==> config.mk <==
export PLATFORM = sky130hd
export DESIGN_NAME = muldiv_sequencer
export DESIGN_NICKNAME = d
export VERILOG_FILES = /design/src/rtl/muldiv_sequencer.sv
export SDC_FILE = /design/constraint.sdc
export NUM_CORES = 1
export LEC_CHECK = 0
export BUFFER_PORTS_ARGS = -buffer_cell sky130_fd_sc_hd__buf_2
export CAP_MARGIN = 20
export CORE_MARGIN = 2
export CORE_UTILIZATION = 55
export CTS_CLUSTER_SIZE = 40
export DETAILED_ROUTE_END_ITERATION = 10
export GPL_TIMING_DRIVEN = 1
export PLACE_DENSITY_LB_ADDON = 0.2
export SETUP_SLACK_MARGIN = 0.1
export SYNTH_ARGS = -nofsm -noshare
export SYNTH_HDL_FRONTEND = slang
export SYNTH_SLANG_ARGS = --single-unit
==> constraint.sdc <==
create_clock -name clk -period 3.8 [get_ports clk]
set_input_delay 0 -clock clk [delete_from_list [all_inputs] [get_ports clk]]
set_output_delay 0 -clock clk [all_outputs]
set_load 0.005 [all_outputs]
==> src/rtl/muldiv_sequencer.sv <==
// muldiv_sequencer: iterative multiply/divide unit for the Execute stage.
// Runs a WIDTH-step shift-add multiply or restoring divide and holds the
// architectural HI/LO registers, with mthi/mtlo writes accepted while idle.
//
// Build option: define MULDIV_DIV_EN to build the divider (ops 10/11).
// Without it, divide starts are ignored and only multiply is built.
//
// Ports:
//   clk      pipeline clock, rising edge
//   rst      synchronous active-high reset
//   start_e  muldiv op present in Execute
//   op_e     00 multu, 01 mult, 10 divu, 11 div
//   src_a_e  rs operand (also the mthi/mtlo data)
//   src_b_e  rt operand
//   mthi_e   write src_a_e to HI
//   mtlo_e   write src_a_e to LO
//   hi, lo   architectural HI/LO
//   busy     operation in progress
//   done     one-cycle pulse when HI/LO take a result
module muldiv_sequencer #(
  parameter int unsigned WIDTH = 32
) (
  input  logic             clk,
  input  logic             rst,
  input  logic             start_e,
  input  logic [1:0]       op_e,
  input  logic [WIDTH-1:0] src_a_e,
  input  logic [WIDTH-1:0] src_b_e,
  input  logic             mthi_e,
  input  logic             mtlo_e,
  output logic [WIDTH-1:0] hi,
  output logic [WIDTH-1:0] lo,
  output logic             busy,
  output logic             done
);

  localparam int unsigned CW = (WIDTH > 1) ? $clog2(WIDTH) : 1;
  localparam int unsigned AW = 2 * WIDTH;

  typedef enum logic [1:0] {IDLE, RUN, FIX} state_t;

  state_t           state, next_state;
  logic [CW-1:0]    count;
  logic [AW-1:0]    acc;      // product, or {remainder, dividend/quotient}
  logic [WIDTH-1:0] opnd;     // multiplicand or divisor magnitude
  logic             sign_a, sign_b;
  logic             start_ok;

  logic             a_neg, b_neg;
  logic [WIDTH-1:0] a_mag, b_mag;
  logic [WIDTH:0]   mul_sum;
  logic [AW-1:0]    acc_step;
  logic [AW-1:0]    prod;
  logic [WIDTH-1:0] res_hi, res_lo;

`ifdef MULDIV_DIV_EN
  logic             op_div;
  logic             div_zero;
  logic [WIDTH:0]   div_shift;
  logic [WIDTH+1:0] div_diff;

  assign start_ok = start_e;
`else
  assign start_ok = start_e & ~op_e[1];
`endif

  // Operand magnitudes and signs; only signed ops (op_e[0]) look at sign bits.
  always_comb begin
    a_neg = op_e[0] & src_a_e[WIDTH-1];
    b_neg = op_e[0] & src_b_e[WIDTH-1];
    a_mag = a_neg ? -src_a_e : src_a_e;
    b_mag = b_neg ? -src_b_e : src_b_e;
  end

  // One iteration of the selected datapath.
  always_comb begin
    mul_sum  = {1'b0, acc[AW-1:WIDTH]} + (acc[0] ? {1'b0, opnd} : {(WIDTH+1){1'b0}});
    acc_step = {mul_sum, acc[WIDTH-1:1]};
`ifdef MULDIV_DIV_EN
    // Shift remainder left with next dividend bit, trial-subtract divisor.
    div_shift = acc[AW-1:WIDTH-1];
    div_diff  = {1'b0, div_shift} - {2'b00, opnd};
    if (op_div) begin
      if (div_diff[WIDTH+1])
        acc_step = {div_shift[WIDTH-1:0], acc[WIDTH-2:0], 1'b0};
      else
        acc_step = {div_diff[WIDTH-1:0], acc[WIDTH-2:0], 1'b1};
    end
`endif
  end

  // Sign correction applied in FIX.
  always_comb begin
    prod   = (sign_a ^ sign_b) ? -acc : acc;
    res_hi = prod[AW-1:WIDTH];
    res_lo = prod[WIDTH-1:0];
`ifdef MULDIV_DIV_EN
    if (op_div) begin
      // Divide by zero keeps the all-ones quotient unnegated.
      res_lo = ((sign_a ^ sign_b) && !div_zero) ? -acc[WIDTH-1:0] : acc[WIDTH-1:0];
      res_hi = sign_a ? -acc[AW-1:WIDTH] : acc[AW-1:WIDTH];
    end
`endif
  end

  // State register.
  always_ff @(posedge clk) begin
    if (rst) state <= IDLE;
    else     state <= next_state;
  end

  // Next-state logic.
  always_comb begin
    next_state = state;
    case (state)
      IDLE:    if (start_ok) next_state = RUN;
      RUN:     if (count == CW'(WIDTH - 1)) next_state = FIX;
      FIX:     next_state = IDLE;
      default: next_state = IDLE;
    endcase
  end

  // Datapath, HI/LO and registered status outputs.
  always_ff @(posedge clk) begin
    if (rst) begin
      hi     <= '0;
      lo     <= '0;
      busy   <= 1'b0;
      done   <= 1'b0;
      count  <= '0;
      acc    <= '0;
      opnd   <= '0;
      sign_a <= 1'b0;
      sign_b <= 1'b0;
`ifdef MULDIV_DIV_EN
      op_div   <= 1'b0;
      div_zero <= 1'b0;
`endif
    end else begin
      done <= 1'b0;
      busy <= (next_state != IDLE);
      case (state)
        IDLE: begin
          if (start_ok) begin
            count  <= '0;
            sign_a <= a_neg;
            sign_b <= b_neg;
`ifdef MULDIV_DIV_EN
            op_div   <= op_e[1];
            div_zero <= (src_b_e == '0);
            if (op_e[1]) begin
              acc  <= {{WIDTH{1'b0}}, a_mag};
              opnd <= b_mag;
            end else begin
              acc  <= {{WIDTH{1'b0}}, b_mag};
              opnd <= a_mag;
            end
`else
            acc  <= {{WIDTH{1'b0}}, b_mag};
            opnd <= a_mag;
`endif
          end else begin
            // Accepted start has priority; mt writes only land when no op starts.
            if (mthi_e) hi <= src_a_e;
            if (mtlo_e) lo <= src_a_e;
          end
        end
        RUN: begin
          acc   <= acc_step;
          count <= count + CW'(1);
        end
        FIX: begin
          hi    <= res_hi;
          lo    <= res_lo;
          done  <= 1'b1;
          count <= '0;
        end
        default: ;
      endcase
    end
  end

endmodule

==> impl_metrics.tcl <==
set metrics [dict create \
    status "completed" \
    clock_power_share 0.371 \
    grt_pass1_vias 10810 \
    rsz0062_at_grt "no" \
    swShare 0.3230 \
    hold_path.class "in2reg" \
    slowest_stage "nor4b_1" \
    period_needed_ns 3.301 \
    critical-path-top-delay-family "simple AND/OR/NAND/NOR gates" \
    yosysWarnings 0 \
    drive_gt1_frac 0.1413 \
    portBuffers 136 \
    clock.fmax_mhz 303.0 \
    cts_inserted_buffers 17 \
    path_class "reg2reg" \
    arrival_ns 3.63 \
    cp_num_buf_inv 1 \
    synth-main-ff-cell "dfxtp_1" \
    area_growth_pct 16.73 \
    drt-total-wl_um 36650 \
    cp_cell_sequence "buf_4 > and2_1 > ha_1 > a21oi_1 > o21ai_0 > nor4b_1 > nor4_1 > or4_1 > a32o_1" \
    viasPerCell 6.260 \
    syn_inst 1447 \
    core_area_um2 20230 \
    row_count 52 \
    grt_usage 0.3285 \
    worstSetupEndpointType "flop" \
    pin_count 137 \
    grt_start_max_net_pins 77 \
    tightest_slew_ns 1.033 \
    die_area_um2 21820 \
    wl_per_cell_um 19.68 \
    clock-sinks 171 \
    postCtsSetupRepairBufs 0 \
    whs_ns 0.008092 \
    dp_hpwl_um 26800 \
    vias 11660 \
    switchingPower_w 0.001559 \
    final_nets 1688 \
    maxCapViolCount 0 \
    critPathMaxFanout 27 \
    routabilityCongestion 0.9171 \
    die_y_um 147.7 \
    ir_drop_v 0.0002764 \
    max_stage_delay_ns 0.53 \
    skew_ns 0.01009 \
    cts_resized 0 \
    antenna_left 0 \
    syn_nets 1556 \
    antenna_found_initial 0 \
    grt_overflow 0 \
    ys_types 73 \
    powerDensity_nw_per_um2 364.1 \
    cts_buffer_depth 2 \
    finalHoldViolations 0 \
    cts_tree "yes" \
    post-route-drc-count 0 \
    synth_edf_count 0 \
    fin_tns_setup_ns 0 \
    finalCritPeriodShare 0.8686 \
    start_util 0.5614 \
    maxSlewViolCount 0 \
    power_frac_comb 0.213 \
    cp_data_required_time_ns 4.13 \
    relSlewSlack 0.3113 \
    clk_pin_slew_ns 0.07 \
    p_seq_frac 0.417 \
    cts-root-buf "clkbuf_16" \
    grt_pass1_wl_um 57280 \
    drt-initial-drc-count 907 \
    antenna_cells 0 \
    setup_violations 0 \
    intPower_w 0.003268 \
    p_leak_nw 5.544 \
    async_flop_share 0 \
    synth_seq_area_share 0.3014 \
    startpoint_type "flop" \
    firstDrtPassIters 7 \
    synth_area_um2 11360 \
    die_width_um 147.7 \
    synth_area_per_cell_um2 7.850 \
    cts-htree-levels 4 \
    ctsHoldBuffers 45 \
    ys_seq_elements 171 \
    insertion_delay_ns 0.44 \
]
-- layout make-up --
class | count | area, µm²
Fill cell | 1743 | 6974
Inverter | 37 | 138.9
Multi-Input combinational cell | 1146 | 7445
Tap cell | 270 | 337.8
Clock buffer | 18 | 439.2
Sequential cell | 171 | 3423
Clock inverter | 14 | 155.1
Timing Repair Buffer | 206 | 1321
-- power groups by stage --
stage / clock network [W] / registers [W] / logic [W]
after floorplan: 0 / 0.00202 / 0.000672
after global placement: 0 / 0.00205 / 0.000957
after detailed placement: 0 / 0.00205 / 0.000969
after CTS: 0.00180 / 0.00201 / 0.00101
after global routing: 0.00187 / 0.00203 / 0.00111
final: 0.00179 / 0.00201 / 0.00103
-- worst min-delay path, delay by kind of cell --
kind | cells | cell delay, ns
compound gates | 1 | 0.08
xor+xnor | 1 | 0.07
buf+inv | 1 | 0.12
mux | 1 | 0.13
-- routing by layer --
metal  vias up  GRT usage  wire [µm]
met5         -          0          0
met4         0     0.1115       1078
met3        82    0.04846       2603
met2       494     0.5602      17500
met1      5518     0.4262      15470
li1       5562          -          -
-- synth_stat cells, types with 26 or more instances --
master	count	area, µm²
xnor2_1	74	648.1
mux2i_1	39	390.4
o21ai_0	54	270.3
nand2_1	125	469.2
a211oi_1	63	473.0
dfxtp_1	171	3423
inv_1	36	135.1
a31oi_1	26	162.7
nor2_1	170	638.1
a22oi_1	29	217.7
nor3_1	31	155.2
a21oi_1	98	490.5
xor2_1	63	551.8
and2_1	38	237.7
o31ai_1	26	195.2
clkbuf_1	74	277.8
ha_1	37	462.9
-- per-stage QoR --
stage	std cells	instance area, µm²	util	total power (W)	setup slack [ns]
global route	1862	13260	0.6553	0.005013	0.2962
detailed placement	1785	12220	0.6037	0.003021	0.5084
CTS	1862	13260	0.6553	0.004818	0.4998
finish	1862	13260	0.6553	0.004828	0.4992
global placement	1785	12220	0.6037	0.003006	0.5712
floorplan	1447	11360	-	0.002687	0.5803
-- final timing paths --
| check | from | endpoint | slack [ns] | cells after the start |
|---|---|---|---|---|
| setup reg to reg | acc[0] | acc[58] | 0.50 | 9 |
| hold / removal | src_b_e[18] | acc[18] | 0.008 | 4 |
| hold reg to reg | opnd[0] | opnd[0] | 0.46 | 2 |
| setup / recovery | acc[0] | acc[58] | 0.50 | 9 |
-- cells by family after synthesis --
logic type	count (synthesis)	synth area share
compound gates	427	0.2540
xor+xnor	137	0.1056
fa+ha+maj	38	0.04252
buf+inv	130	0.04604
flops	171	0.3014
mux	39	0.03436
simple gates	505	0.2161
-- placed cells by master, fill, tap and decap left out, types with 8 or more instances in the layout --
master / synthesis / layout
dfxtp_1: 171 / 171
nor2_1: 170 / 167
buf_2: 3 / 135
nand2_1: 125 / 124
a21oi_1: 98 / 98
xnor2_1: 74 / 73
a211oi_1: 63 / 63
xor2_1: 63 / 62
o21ai_0: 54 / 54
dlygate4sd3_1: 0 / 45
mux2i_1: 39 / 39
and2_1: 38 / 38
ha_1: 37 / 37
inv_1: 36 / 36
nor3_1: 31 / 31
a22oi_1: 29 / 29
o31ai_1: 26 / 26
a31oi_1: 26 / 26
buf_4: 3 / 26
o22ai_1: 25 / 25
nand3_1: 23 / 23
nor4_1: 21 / 21
o221ai_1: 18 / 18
clkbuf_16: 0 / 17
a21o_1: 16 / 16
nand4_1: 14 / 14
or3_1: 13 / 13
and3_1: 12 / 11
a222oi_1: 11 / 11
or4_1: 10 / 10
nand2b_1: 9 / 9
nor2b_1: 9 / 9
or2_2: 8 / 8
-- sequential cells by signal, summed over array words and instances, names as in the netlist --
name and flops:
count 5, state 2, hi 32, sign_b 1
done 1, sign_a 1, lo 32, opnd 32
acc 64, busy 1
(Power assumes the default switching activity.)
